### config.mk
export PLATFORM = sky130hd
export DESIGN_NAME = mem_req_issue
export DESIGN_NICKNAME = d
export VERILOG_FILES = /design/src/rtl/mem_req_issue.sv
export SDC_FILE = /design/constraint.sdc
export NUM_CORES = 1
export LEC_CHECK = 0
export CORE_ASPECT_RATIO = 1.1
export CORE_MARGIN = 2
export CORE_UTILIZATION = 40
export DETAILED_ROUTE_END_ITERATION = 12
export PLACE_DENSITY = 0.75
export SLEW_MARGIN = 15
export SYNTH_ARGS = -nofsm -noshare
export SYNTH_HDL_FRONTEND = slang
export SYNTH_SLANG_ARGS = --single-unit
### constraint.sdc
create_clock -name clk -period 1.9 [get_ports clk]
set_input_delay 0.19 -clock clk [delete_from_list [all_inputs] [get_ports clk]]
set_output_delay 0.19 -clock clk [all_outputs]
set_load 0.03 [all_outputs]
### src/rtl/mem_req_issue.sv
// MEM-stage issue side of the data-SRAM port: one outstanding req/addr_ok/data_ok transaction, result handed to WB.
// Optional macro ALIGN_CHECK_EN: misaligned half/word accesses raise out_ale instead of being force-aligned.
module mem_req_issue #(
    parameter int ADDR_W = 32
) (
    input  logic              clk,
    input  logic              resetn,
    input  logic              flush,
    input  logic              in_valid,
    output logic              in_ready,
    input  logic [31:0]       in_pc,
    input  logic [31:0]       in_result,
    input  logic [31:0]       in_wdata,
    input  logic [2:0]        in_store_op,
    input  logic [4:0]        in_load_op,
    input  logic              in_gr_we,
    input  logic [4:0]        in_dest,
    output logic              data_sram_req,
    output logic              data_sram_wr,
    output logic [1:0]        data_sram_size,
    output logic [ADDR_W-1:0] data_sram_addr,
    output logic [3:0]        data_sram_wstrb,
    output logic [31:0]       data_sram_wdata,
    input  logic              data_sram_addr_ok,
    input  logic              data_sram_data_ok,
    input  logic [31:0]       data_sram_rdata,
    output logic              out_valid,
    input  logic              out_ready,
    output logic [31:0]       out_pc,
    output logic [31:0]       out_result,
    output logic [31:0]       out_rdata,
    output logic [4:0]        out_load_op,
    output logic              out_res_from_mem,
    output logic              out_gr_we,
    output logic [4:0]        out_dest,
    output logic              out_ale
);

    typedef enum logic [2:0] {
        S_IDLE,
        S_REQ,
        S_WAIT,
        S_DONE,
        S_DRAIN
    } state_t;

    state_t              r_state;
    logic                r_req;
    logic                r_wr;
    logic [1:0]          r_size;
    logic [ADDR_W-1:0]   r_addr;
    logic [3:0]          r_wstrb;
    logic [31:0]         r_wdata;
    logic                r_out_valid;
    logic [31:0]         r_out_pc;
    logic [31:0]         r_out_result;
    logic [31:0]         r_out_rdata;
    logic [4:0]          r_out_load_op;
    logic                r_out_res_from_mem;
    logic                r_out_gr_we;
    logic [4:0]          r_out_dest;
    logic                r_out_ale;

    logic                w_is_store;
    logic                w_is_load;
    logic                w_is_byte;
    logic                w_is_half;
    logic                w_is_word;
    logic                w_trap;
    logic                w_issue;
    logic                w_accept;
    logic [1:0]          w_a;
    logic [1:0]          w_eff_a;
    logic [1:0]          w_size;
    logic [3:0]          w_wstrb;
    logic [31:0]         w_wdata;
    logic [31:0]         w_addr;

    // Access decode from the EX payload; the SRAM request fields are registered on accept.
    always_comb begin
        w_is_store = |in_store_op;
        w_is_load  = |in_load_op;
        w_is_byte  = in_store_op[0] | in_load_op[0] | in_load_op[3];
        w_is_half  = in_store_op[1] | in_load_op[1] | in_load_op[4];
        w_is_word  = in_store_op[2] | in_load_op[2];
        w_a        = in_result[1:0];
`ifdef ALIGN_CHECK_EN
        w_trap     = (w_is_half & w_a[0]) | (w_is_word & (w_a != 2'b00));
        w_eff_a    = w_a;
`else
        w_trap     = 1'b0;
        w_eff_a    = w_is_word ? 2'b00 : (w_is_half ? {w_a[1], 1'b0} : w_a);
`endif
        w_issue    = (w_is_store | w_is_load) & ~w_trap;
        w_addr     = {in_result[31:2], w_eff_a};
        w_size     = 2'd0;
        w_wstrb    = 4'b0000;
        w_wdata    = in_wdata;
        if (w_is_byte) begin
            w_size  = 2'd0;
            w_wstrb = 4'b0001 << w_eff_a;
            w_wdata = {4{in_wdata[7:0]}};
        end else if (w_is_half) begin
            w_size  = 2'd1;
            w_wstrb = 4'b0011 << w_eff_a;
            w_wdata = {2{in_wdata[15:0]}};
        end else if (w_is_word) begin
            w_size  = 2'd2;
            w_wstrb = 4'b1111;
        end
        if (!w_is_store) begin
            w_wstrb = 4'b0000;
        end
    end

    assign in_ready = (r_state == S_IDLE) & resetn;
    assign w_accept = in_valid & in_ready;

    always_ff @(posedge clk or negedge resetn) begin
        if (!resetn) begin
            r_state            <= S_IDLE;
            r_req              <= 1'b0;
            r_wr               <= 1'b0;
            r_size             <= 2'd0;
            r_addr             <= '0;
            r_wstrb            <= 4'b0000;
            r_wdata            <= 32'd0;
            r_out_valid        <= 1'b0;
            r_out_pc           <= 32'd0;
            r_out_result       <= 32'd0;
            r_out_rdata        <= 32'd0;
            r_out_load_op      <= 5'd0;
            r_out_res_from_mem <= 1'b0;
            r_out_gr_we        <= 1'b0;
            r_out_dest         <= 5'd0;
            r_out_ale          <= 1'b0;
        end else begin
            case (r_state)
                S_IDLE: begin
                    if (w_accept) begin
                        r_out_pc           <= in_pc;
                        r_out_result       <= in_result;
                        r_out_rdata        <= 32'd0;
                        r_out_load_op      <= in_load_op;
                        r_out_res_from_mem <= w_is_load;
                        r_out_gr_we        <= in_gr_we & ~w_trap;
                        r_out_dest         <= in_dest;
                        r_out_ale          <= w_trap;
                        r_wr               <= w_is_store;
                        r_size             <= w_size;
                        r_addr             <= w_addr[ADDR_W-1:0];
                        r_wstrb            <= w_wstrb;
                        r_wdata            <= w_wdata;
                        if (w_issue) begin
                            r_req   <= 1'b1;
                            r_state <= S_REQ;
                        end else begin
                            r_out_valid <= 1'b1;
                            r_state     <= S_DONE;
                        end
                    end
                end
                S_REQ: begin
                    // A flush cancels even if the SRAM accepts in the same cycle; its response is dropped in IDLE.
                    if (flush) begin
                        r_req   <= 1'b0;
                        r_state <= S_IDLE;
                    end else if (data_sram_addr_ok) begin
                        r_req   <= 1'b0;
                        r_state <= S_WAIT;
                    end
                end
                S_WAIT: begin
                    if (flush) begin
                        r_state <= data_sram_data_ok ? S_IDLE : S_DRAIN;
                    end else if (data_sram_data_ok) begin
                        if (r_out_res_from_mem) begin
                            r_out_rdata <= data_sram_rdata;
                        end
                        r_out_valid <= 1'b1;
                        r_state     <= S_DONE;
                    end
                end
                S_DRAIN: begin
                    if (data_sram_data_ok) begin
                        r_state <= S_IDLE;
                    end
                end
                S_DONE: begin
                    if (out_ready || flush) begin
                        r_out_valid <= 1'b0;
                        r_state     <= S_IDLE;
                    end
                end
                default: begin
                    r_req       <= 1'b0;
                    r_out_valid <= 1'b0;
                    r_state     <= S_IDLE;
                end
            endcase
        end
    end

    assign data_sram_req    = r_req;
    assign data_sram_wr     = r_wr;
    assign data_sram_size   = r_size;
    assign data_sram_addr   = r_addr;
    assign data_sram_wstrb  = r_wstrb;
    assign data_sram_wdata  = r_wdata;
    assign out_valid        = r_out_valid;
    assign out_pc           = r_out_pc;
    assign out_result       = r_out_result;
    assign out_rdata        = r_out_rdata;
    assign out_load_op      = r_out_load_op;
    assign out_res_from_mem = r_out_res_from_mem;
    assign out_gr_we        = r_out_gr_we;
    assign out_dest         = r_out_dest;
    assign out_ale          = r_out_ale;

endmodule

==> impl_results.md <==
- RSZ-0062 raised after global routing: false
- Port bufs: 330
- Total power: 18.7 mW
- # setup viols final: 0
- WP data arrival: 1570 ps
- Ys async rst share: 100%
- Gp weighted congestion: 0.798
- Area contributors post-synth: dfrtp_1, nand2_1, mux2i_1
- CTS Buffer Depth: 2
- Placed Area: 10300 um2
- Mapped Cells: 742
- Slowest cell on the critical path: clkdlybuf4s50_1
- Worst-Skew Late Latency: 420 ps
- Post-synth top area cell: dfrtp_1
- Avg Cell Area, Syn: 9.24 um2
- Final Critical Period: 1760 ps
- Post-synth EDFFs: 0
- Fraction of layout cells with a size suffix above 1: 7.90%
- Slowest stage delay, CP: 760 ps
- List of most frequent post-synthesis cells: nand2_1, dfrtp_1, mux2i_1
- CP Buf/Inv Count: 1
- CP Launch Type: register
- FP Rows: 50
- Setup TNS: 0 ps
- Iter 0 DRT Violations: 240
- Synth warnings: 0
- Clock Skews: 10.7 ps
- Class of the worst hold path: input port to register
- Cell area after synthesis: 6850 um2
- Vias in the first global route: 5807
- CTS Root Buffer Type: clkbuf_16
- ANT cells: 0
- Count of cell types in the netlist: 42
- Core Box Area: 16900 um2
- DR vias: 6046
- Post-DR wirelength/cell: 15.8 um
- Max_cap viols: 0
- I/O pin cnt: 332
- Worst setup EP type: output port
- Max Fclk: 567 MHz
- Core Util, Final: 64.5%
- Final antenna-violating net count: 0
- Clk sinks: 154
- Synthesized flop and latch total: 154
- Total iterations of the first detailed-routing run: 4
- Required @ worst endpoint: 1710 ps
- Peak supply drop: 0.000906 V
- Chip Width: 129 um
- CTS tree: done
- Largest net degree at the start of global routing: 87
- Starting Density: 40.6%
- Via density per instance: 4.76
- Worst Tran Pin Value: 877 ps
- Slew HR: 41.5%
- Slew Viols, Final: 0
- Crit share post-route: 92.9%
- Most frequent cell after synthesis: nand2_1
- Worst-path maximum fanout: 2
- P per Cell Area: 1720 nW/um2
- # DRC: 0
- H-tree depth: 4
- CP cell instances: clkdlybuf4s50_1
- DIE HEIGHT: 141 um
- Yosys top cell area share: 56.2%
- Leakage: 4.98 nW
- Clk slew on worst S/H paths: 70 ps
- Ys flop type: dfrtp_1
- Final hold viol count: 0
- Fin nets: 1203
- Die ar.: 18200 um2
- Setup CP Type: register to output port
- Design Area, Final: 10900 um2
- Antenna violations before repair: 0
- Post-DP HPWL: 15100 um
- Syn Nets: 895
- GRT overflow: 0
- Area Growth Syn to Fin: 58.9%
- Sequential-to-total area share from yosys stat: 56.2%
- First-pass GRT wire length: 31100 um
- Total Wirelength: 20100 um
- Outcome: complete, no violations
- Gr usage total: 22.1%
- Crit path max-delay family: buffers and inverters
- CTS Buf Count: 17
## cells in the final DEF, fill, tap and decap left out, types with 3 or more instances in the layout
cell,count
mux2_2,10
buf_12,6
a21oi_1,24
o21ai_1,3
dfrtp_1,153
o31ai_1,3
nor3_1,3
o21ai_0,27
ha_1,4
clkdlybuf4s50_1,328
and2_1,9
inv_8,5
inv_1,38
nand2_1,316
inv_6,6
nor2_1,10
clkbuf_16,18
buf_4,21
mux2i_1,40
## power by group
part	switching, mW	internal [mW]
Clock	1.53	1.75
Combinational	5.81	4.05
Sequential	0.894	4.69
## final timing paths
| kind | from | endpoint | slack [ps] | depth (start not counted) |
|---|---|---|---|---|
| min in group asynchronous | resetn | out_rdata[18] | 350 | 3 |
| max in group asynchronous | resetn | r_state[2] | 670 | 3 |
| setup / recovery | data_sram_size[1] | data_sram_size[1] | 140 | 1 |
| hold reg to reg | out_pc[10] | out_pc[10] | 470 | 2 |
| hold / removal | in_dest[0] | out_dest[0] | 290 | 3 |
| setup reg to reg | r_state[2] | out_load_op[1] | 270 | 6 |
## state kept, by name (all words and copies together) (netlist names), 3 cells and up
name and cells:
out_load_op 5, data_sram_wstrb 4, out_dest 5, out_result 3
r_state 3, out_rdata 32, data_sram_wdata 32, data_sram_addr 31
out_pc 32
## metal layers
layer  track usage (%)  vias up  wire length (um)  part of all wire [%]
met2              35.5      241              9710                    48
met4              6.98        0               372                   1.8
met1              27.5     2854              8200                    41
met3              8.60       24              1840                   9.1
met5                 0        -                 0                     0
li1                  -     2927                 -                     -
## per-stage QoR
| stage | hold WS [ps] | worst slack (ps) | cells |
|---|---|---|---|
| detailed placement | 287 | 3.18 | 1237 |
| global route | 277 | 26.5 | 1271 |
| finish | 290 | 136 | 1271 |
| floorplan | -106 | 343 | 742 |
| global placement | 288 | 79.9 | 1237 |
| CTS | 268 | 9.41 | 1270 |
## kinds of logic (layout without fill, tap and decap cells)
kind of cell / after synthesis / count (layout) / share of synthesized area (%)
buffers and inverters: 108 / 429 / 8.64
AOI/OAI and AO/OA: 68 / 68 / 5.61
and+or+nand+nor: 357 / 357 / 21.3
DFF: 154 / 154 / 56.2
other: 1 / 1 / 0.0547
muxes: 50 / 50 / 7.49
adders and majority gates: 4 / 4 / 0.730
## cell type report
cell class / instances / area (um2)
inverter: 38 / 143
fill: 1423 / 6000
clock inverter: 15 / 149
sequential: 154 / 3850
multi-input combinational: 480 / 2420
tap: 208 / 260
clock buffer: 17 / 425
timing repair buffer: 359 / 3630
## repair_timing
item                                   in CTS  in global routing
buffers inserted                            0                  0
endpoints found under the hold margin      85                  0
resized for setup                           0                  2
hold buffers                                1                  0
setup endpoints to repair                   0                  1
Power figures use the tool's default switching activity.
